File: config.mk
export PLATFORM = sky130hd
export DESIGN_NAME = ax_channel_arbiter
export DESIGN_NICKNAME = d
export VERILOG_FILES = /design/src/rtl/ax_channel_arbiter_pkg.sv /design/src/rtl/ax_channel_arbiter_rr_pick.sv /design/src/rtl/ax_channel_arbiter.sv
export SDC_FILE = /design/constraint.sdc
export NUM_CORES = 1
export LEC_CHECK = 0
export ABC_AREA = 1
export ABC_CLOCK_PERIOD_IN_PS = 1000
export BUFFER_PORTS_ARGS = -buffer_cell sky130_fd_sc_hd__buf_2
export CELL_PAD_IN_SITES_DETAIL_PLACEMENT = 1
export CELL_PAD_IN_SITES_GLOBAL_PLACEMENT = 1
export CORE_AREA = 2 2 39 41
export CTS_CLUSTER_SIZE = 10
export DETAILED_ROUTE_END_ITERATION = 7
export DIE_AREA = 0 0 41 43
export GPL_ROUTABILITY_DRIVEN = 0
export GPL_TIMING_DRIVEN = 0
export MAX_ROUTING_LAYER = met4
export PLACE_DENSITY = 0.67
export SYNTH_ARGS = -nofsm -noshare
export SYNTH_HDL_FRONTEND = slang
export SYNTH_SLANG_ARGS = --single-unit
export TNS_END_PERCENT = 50
File: constraint.sdc
create_clock -name ACLK -period 1 [get_ports ACLK]
set_input_delay 0.15 -clock ACLK [delete_from_list [all_inputs] [get_ports ACLK]]
set_output_delay 0.15 -clock ACLK [all_outputs]
set_load 0.02 [all_outputs]
File: src/rtl/ax_channel_arbiter_pkg.sv
// Shared AXI definitions for the address-channel arbiter.
// Grant encodings and the arbiter state type.
package axi_pkg;

  localparam int AXI_ADDR_W = 32;
  localparam int AXI_ID_W   = 4;
  localparam int AXI_DATA_W = 64;
  localparam int AXI_LEN_W  = 8;

  typedef enum logic [1:0] {
    IDLE,
    ADDR,
    DATA
  } arb_state_e;

  localparam logic [1:0] GNT_NONE = 2'b00;
  localparam logic [1:0] GNT_M0   = 2'b01;
  localparam logic [1:0] GNT_M1   = 2'b10;

endpackage

File: src/rtl/ax_channel_arbiter_rr_pick.sv
// Two-way round-robin picker.
// On a tie the master that did not win last time is chosen.
module ax_rr_pick
  import axi_pkg::*;
(
  input  logic [1:0] req,
  input  logic       last_prio,
  output logic [1:0] winner
);

  always_comb begin
    winner = GNT_NONE;
    unique case (req)
      2'b01:   winner = GNT_M0;
      2'b10:   winner = GNT_M1;
      2'b11:   winner = last_prio ? GNT_M0 : GNT_M1;
      default: winner = GNT_NONE;
    endcase
  end

endmodule

File: src/rtl/ax_channel_arbiter.sv
// Two-master arbiter for one AXI address channel (AW or AR).
// Grant is held until the address (or completion) handshake.
module ax_channel_arbiter
  import axi_pkg::*;
#(
  parameter bit RESET_PRIO = 1'b0,
  parameter bit HOLD_DATA  = 1'b1
) (
  input  logic       ACLK,
  input  logic       ARESETn,
  input  logic       AxVALID_M0,
  input  logic       AxVALID_M1,
  input  logic       AxREADY_S,
  input  logic       done_valid,
  input  logic       done_ready,
  output logic [1:0] gnt,
  output logic       AxREADY_M0,
  output logic       AxREADY_M1,
  output logic       busy
);

  arb_state_e state;
  logic       last_prio;
  logic [1:0] pick;
  logic [1:0] valid;
  logic       addr_hs;
  logic       done_hs;
  logic       in_addr;

  assign valid   = {AxVALID_M1, AxVALID_M0};
  assign addr_hs = AxREADY_S & |(gnt & valid);
  assign done_hs = done_valid & done_ready;
  assign in_addr = (state == ADDR);

  ax_rr_pick u_pick (
    .req       (valid),
    .last_prio (last_prio),
    .winner    (pick)
  );

  always_ff @(posedge ACLK) begin
    if (!ARESETn) begin
      state     <= IDLE;
      gnt       <= GNT_NONE;
      busy      <= 1'b0;
      last_prio <= RESET_PRIO;
    end else begin
      unique case (state)
        IDLE: begin
          if (pick != GNT_NONE) begin
            state     <= ADDR;
            gnt       <= pick;
            busy      <= 1'b1;
            last_prio <= pick[1];
          end
        end
        ADDR: begin
          if (addr_hs) begin
            if (HOLD_DATA) begin
              state <= DATA;
            end else begin
              state <= IDLE;
              gnt   <= GNT_NONE;
              busy  <= 1'b0;
            end
          end
        end
        DATA: begin
          if (done_hs) begin
            state <= IDLE;
            gnt   <= GNT_NONE;
            busy  <= 1'b0;
          end
        end
        default: begin
          state <= IDLE;
          gnt   <= GNT_NONE;
          busy  <= 1'b0;
        end
      endcase
    end
  end

  // Ready reaches only the owner, and only while the address is pending
  assign AxREADY_M0 = AxREADY_S & gnt[0] & in_addr;
  assign AxREADY_M1 = AxREADY_S & gnt[1] & in_addr;

endmodule

==> results of run 1 <==
worst max-delay path, stage by stage, from the launching register on:
cell     delay (ns)
dfxtp_2        0.34
nor2_4         0.12
inv_2          0.06
nor2_1         0.08
buf_4          0.14
state kept, by name, indices dropped and copies added, names as in the netlist:
| name | count |
|---|---|
| gnt | 2 |
| state | 2 |
| busy | 1 |
| last_prio | 1 |
area by class of cell:
type | instances | area [µm²] | share of cell area [%]
Inverter | 4 | 15.01 | 3.279
Sequential cell | 6 | 122.6 | 26.78
Clock buffer | 3 | 22.52 | 4.918
Multi-Input combinational cell | 28 | 172.7 | 37.71
Tap cell | 16 | 20.02 | 4.372
Timing Repair Buffer | 17 | 105.1 | 22.95
routing by layer:
metal	wire length [µm]	GRT usage (%)	vias to the layer above	share of wire, %
li1	-	-	167	-
met1	351	10.68	150	43
met2	400	15.94	11	49
met3	72	4.712	0	8.7
met4	0	4.000	0	0
met5	0	-	-	0
per-stage QoR:
| stage | setup slack, ns | hold slack (ns) |
|---|---|---|
| after floorplan | 0.008898 | 0.3025 |
| after global routing | -0.1886 | 0.1595 |
| after detailed placement | 0.03034 | 0.4081 |
| final | -0.1391 | 0.1606 |
| after CTS | -0.1565 | 0.1590 |
| after global placement | 0.03405 | 0.4049 |
worst min path at each step:
stage               startpoint               endpoint  slack (ns)  cells past startpoint
floorplan              ARESETn  state[1]$_SDFFE_PN0P_        0.30                      1
global placement       ARESETn  state[1]$_SDFFE_PN0P_        0.40                      2
detailed placement     ARESETn  state[1]$_SDFFE_PN0P_        0.41                      2
CTS                    ARESETn  state[1]$_SDFFE_PN0P_        0.16                      2
global route           ARESETn  state[1]$_SDFFE_PN0P_        0.16                      2
finish                 ARESETn  state[1]$_SDFFE_PN0P_        0.16                      2
cell usage after synthesis, drive strengths merged:
library cell   n  area share, %
o21ai          1            1.8
nand3          3            7.3
a21oi          6             11
dfxtp          6             44
nand2         10             14
o211ai         2            5.5
inv            4            5.5
nor2           5            8.7
and3           1            2.3
kinds of logic (layout without fill, tap and decap cells):
logic type             count (synthesis)  after routing  synth area share (%)
AOI/OAI and AO/OA                      9              9                 18.35
buffers and inverters                  4             24                 5.503
DFF                                    6              6                 44.04
and+or+nand+nor                       19             19                 32.11
power by group through the flow:
stage	Sequential, µW	Combinational (µW)	Clock (µW)
6_report	300	277	218
5_1_grt	305	301	245
4_1_cts	296	219	230
3_5_place_dp	297	172	0
3_3_place_gp	297	169	0
2_1_floorplan	313	97.4	0
what timing repair did:
action,4_1_cts,5_1_grt
setup endpoints to repair,2,8
buffers inserted,4,3
resized for setup,6,9
pin swaps,2,8
==> run metrics, run 1 <==
largest buffer count on any clock path=2; Psw=256.9 µW; via count=328; Final TNS setup=-0.3567 ns; H-tree levels=1; Root Driver=clkbuf_4; fillers=179; DP HPWL=542.9 µm; Die X=41 µm; number of buffers inserted by port buffering=11; Core ar.=1384 µm²; DP Cell Count=65; Rows=14; Total GRT Usage=10.21%; RSZ-0062 raised after global routing=true; fin. max-slew vios=0; sequential share of the synthesized area=44.04%; Post-DP Area=347.8 µm²; worst setup margin=-0.1391 ns; vias in the first global route=284; period utilisation layout=113.9%; FF-to-FF path depth=5; grt ovf=0; global-route wire length before repair=1124 µm; Post-Layout Inst Area=457.9 µm²; failing checks=setup timing; first drt pass iteration count=4; worst slew pin tran=0.2466 ns; Worst EP required=0.85 ns; WL/cell=11.14 µm; full die area=1763 µm²; Antenna Cells=0; initial antenna violation count=0; status=finished, violations left; remaining antenna violation count after routing=0; max cap viols=0; Syn-to-layout area delta=67.89%; Total Power=796.0 µW; Startpoint Class=flop; Reg power frac=37.7%; Crit Path Max Fanout=3; clk slew on worst S/H paths=0.05 ns; Post-Syn Area=272.8 µm²; skew final=0.002148 ns; Die Y=43 µm; launch point of the worst reg-to-reg path=state[1]$_SDFFE_PN0P_; post-synthesis register bit count=6; Post-Route WL=824 µm; Final Hold Fails=0; top library cells by usage in the layout, fill and taps aside=9 x buf_2, 8 x buf_4, 7 x nand2_1; fin util=33.09%; routed vias/inst=4.432; r2r endpoint=state[1]$_SDFFE_PN0P_; PwrDens=1738 nW/µm²; Logic pwr share=34.8%; non-filler instance count after layout=74; Fmax=0.8779 GHz; drt initial violations=1; Avg Cell Area, Syn=7.178 µm²; Initial Util=19.71%; Num CTS Buffers=3; Max-slew headroom=83.45%; share of layout cells above drive strength 1=56.90%; CTS tree=yes; post-synth cell types=12; Worst Setup EP=AxREADY_M1; YS warnings=0; largest net degree at the start of global routing=6; CTS sink count=6; Internal=539.0 µW; crit end category=primary output; Nets=67; critical path class=flop to primary output; leakage power=0.0002160 µW; most common cell after layout, fill and taps aside=buf_2; post-route minimum period=1.139 ns; clock share of power=27.4%; Net Sw Frac=32.28%; worst min path class=primary input to flop; cts-stage hold buffer count=0; Synth Instances=38; latest clock arrival within the worst-skew pair=0.24 ns; # DRC=0; CP startpoint=state[1]$_SDFFE_PN0P_; # IOs=12; r2r setup slk=-0.04 ns; Peak VDD IR=0.6813 mV; final setup vio count=7; Synth Net Count=45; Critical Path AT=0.99 ns
No activity file was read; power rests on OpenSTA's default activity.
==> run 2: changes to the inputs <==
Settings changed: CTS_BUF_LIST set to sky130_fd_sc_hd__clkbuf_8, SKIP_LAST_GASP set to 1.
==> run 2 against run 1 <==
The run still ends with setup timing left. Highest routed layer is now met4. Combinational power grew 3%. Cell count is the same. Critical path type unchanged. Hold slack gained 0.017 ns. Die area is the same.
==> run metrics, run 2 (synthesis gave the netlist of run 1 again) <==
Startpoint Class=flop; Peak VDD IR=0.5924 mV; Core ar.=1384 µm²; worst min path class=primary input to flop; Antenna Cells=0; Syn-to-layout area delta=74.77%; worst slew pin tran=0.2604 ns; post-route minimum period=1.110 ns; via count=347; Post-Layout Inst Area=476.7 µm²; WL/cell=11.73 µm; vias in the first global route=271; failing checks=setup timing; Critical Path AT=0.96 ns; Num CTS Buffers=3; period utilisation layout=111.0%; top library cells by usage in the layout, fill and taps aside=9 x nand2_1, 9 x buf_2, 7 x buf_4; grt ovf=0; Crit path max-delay family=flip-flops; Worst path slowest cell=dfxtp_2; remaining antenna violation count after routing=0; leakage power=0.0002278 µW; Die X=41 µm; worst hold path depth=2; PwrDens=1995 nW/µm²; # DRC=0; critical path class=flop to primary output; worst setup margin=-0.1100 ns; # IOs=12; r2r endpoint=gnt[1]$_SDFFE_PN0P_; r2r setup slk=-0.03 ns; CTS sink count=6; initial antenna violation count=0; Nets=67; biggest regs=gnt: 2 flops, state: 2 flops; CP bufs+invs=2; RSZ-0062 raised after global routing=true; crit end category=primary output; Rows=14; max cap viols=0; H-tree levels=1; drt initial violations=4; Worst EP required=0.85 ns; latest clock arrival within the worst-skew pair=0.22 ns; clk slew on worst S/H paths=0.04 ns; routed vias/inst=4.689; Setup WS pre-CTS=0.03034 ns; Final Hold Fails=0; worst path cell trace=nor2_4 -> inv_2 -> nor2_1 -> buf_4; Hold Path Origin=ARESETn; Crit path largest cell delay=0.34 ns; launch point of the worst reg-to-reg path=state[0]$_SDFFE_PN0P_; Post-DP Area=347.8 µm²; global-route wire length before repair=1117 µm; FF-to-FF path depth=6; Crit Path Max Fanout=3; largest buffer count on any clock path=2; share of layout cells above drive strength 1=55.17%; number of buffers inserted by port buffering=11; Fmax=0.9009 GHz; first drt pass iteration count=4; largest net degree at the start of global routing=6; DP HPWL=542.9 µm; Total GRT Usage=10.41%; Max-slew headroom=82.64%; status=finished, violations left; skew final=0.003019 ns; Post-Route WL=868 µm; Initial Util=19.71%; Final TNS setup=-0.2950 ns; full die area=1763 µm²; Root Driver=clkbuf_8; fillers=174; fin. max-slew vios=0; WHS Endpoint=state[1]$_SDFFE_PN0P_; final setup vio count=6; Die Y=43 µm; CTS tree=yes
run 2: changes by cell type in the layout (fill, tap and decap cells not counted), moves of 2 or more:
cell,change
clkbuf_8,+3
nand2_1,+2
nand2_2,-3
clkbuf_4,-3
run 2: power breakdown:
| group | switching (µW) | total (µW) | internal [µW] | leakage [µW] |
|---|---|---|---|---|
| Sequential | 26.4 | 301 | 274 | 0.0000503 |
| Clock | 108 | 366 | 259 | 0.0000216 |
| Combinational | 150 | 284 | 134 | 0.000156 |
run 2: per-layer routing:
metal,track usage [%],part of all wire (%),vias to the layer above
met2,13.75,52,12
met1,11.65,38,166
met5,-,0,-
li1,-,-,166
met4,6.000,1.4,0
met3,6.283,7.6,3
run 2: timing repair:
item / in CTS / in global routing
hold buffers: 0 / 0
setup endpoints to repair: 2 / 8
gates resized for setup: 5 / 10
setup buffers: 3 / 3
pin swaps: 2 / 5
run 2: per-stage QoR:
step                      power (µW)  hold slack [ns]  utilization [%]  std cells
after floorplan                410.3           0.3025                -         38
after global placement         466.0           0.4049            25.14         65
after detailed placement       469.6           0.4081            25.14         65
after CTS                      879.9           0.1791            30.56         71
after global routing            1009           0.1778            34.45         74
final                          951.0           0.1773            34.45         74
run 2: worst max path at each step:
stage | cells after the start | to | startpoint | slack, ns
after detailed placement | 5 | AxREADY_M1 | state[0]$_SDFFE_PN0P_ | 0.03
after CTS | 5 | AxREADY_M1 | state[0]$_SDFFE_PN0P_ | -0.14
after floorplan | 2 | AxREADY_M1 | gnt[1]$_SDFFE_PN0P_ | 0.009
final | 4 | AxREADY_M1 | state[1]$_SDFFE_PN0P_ | -0.11
after global placement | 5 | AxREADY_M1 | state[0]$_SDFFE_PN0P_ | 0.03
after global routing | 5 | AxREADY_M0 | state[0]$_SDFFE_PN0P_ | -0.15
run 2: layout make-up:
| class | count | area, µm² | share of cell area, % |
|---|---|---|---|
| Clock buffer | 3 | 41.29 | 8.661 |
| Inverter | 4 | 15.01 | 3.150 |
| Multi-Input combinational cell | 28 | 168.9 | 35.43 |
| Sequential cell | 6 | 122.6 | 25.72 |
| Tap cell | 16 | 20.02 | 4.199 |
| Timing Repair Buffer | 17 | 108.9 | 22.83 |
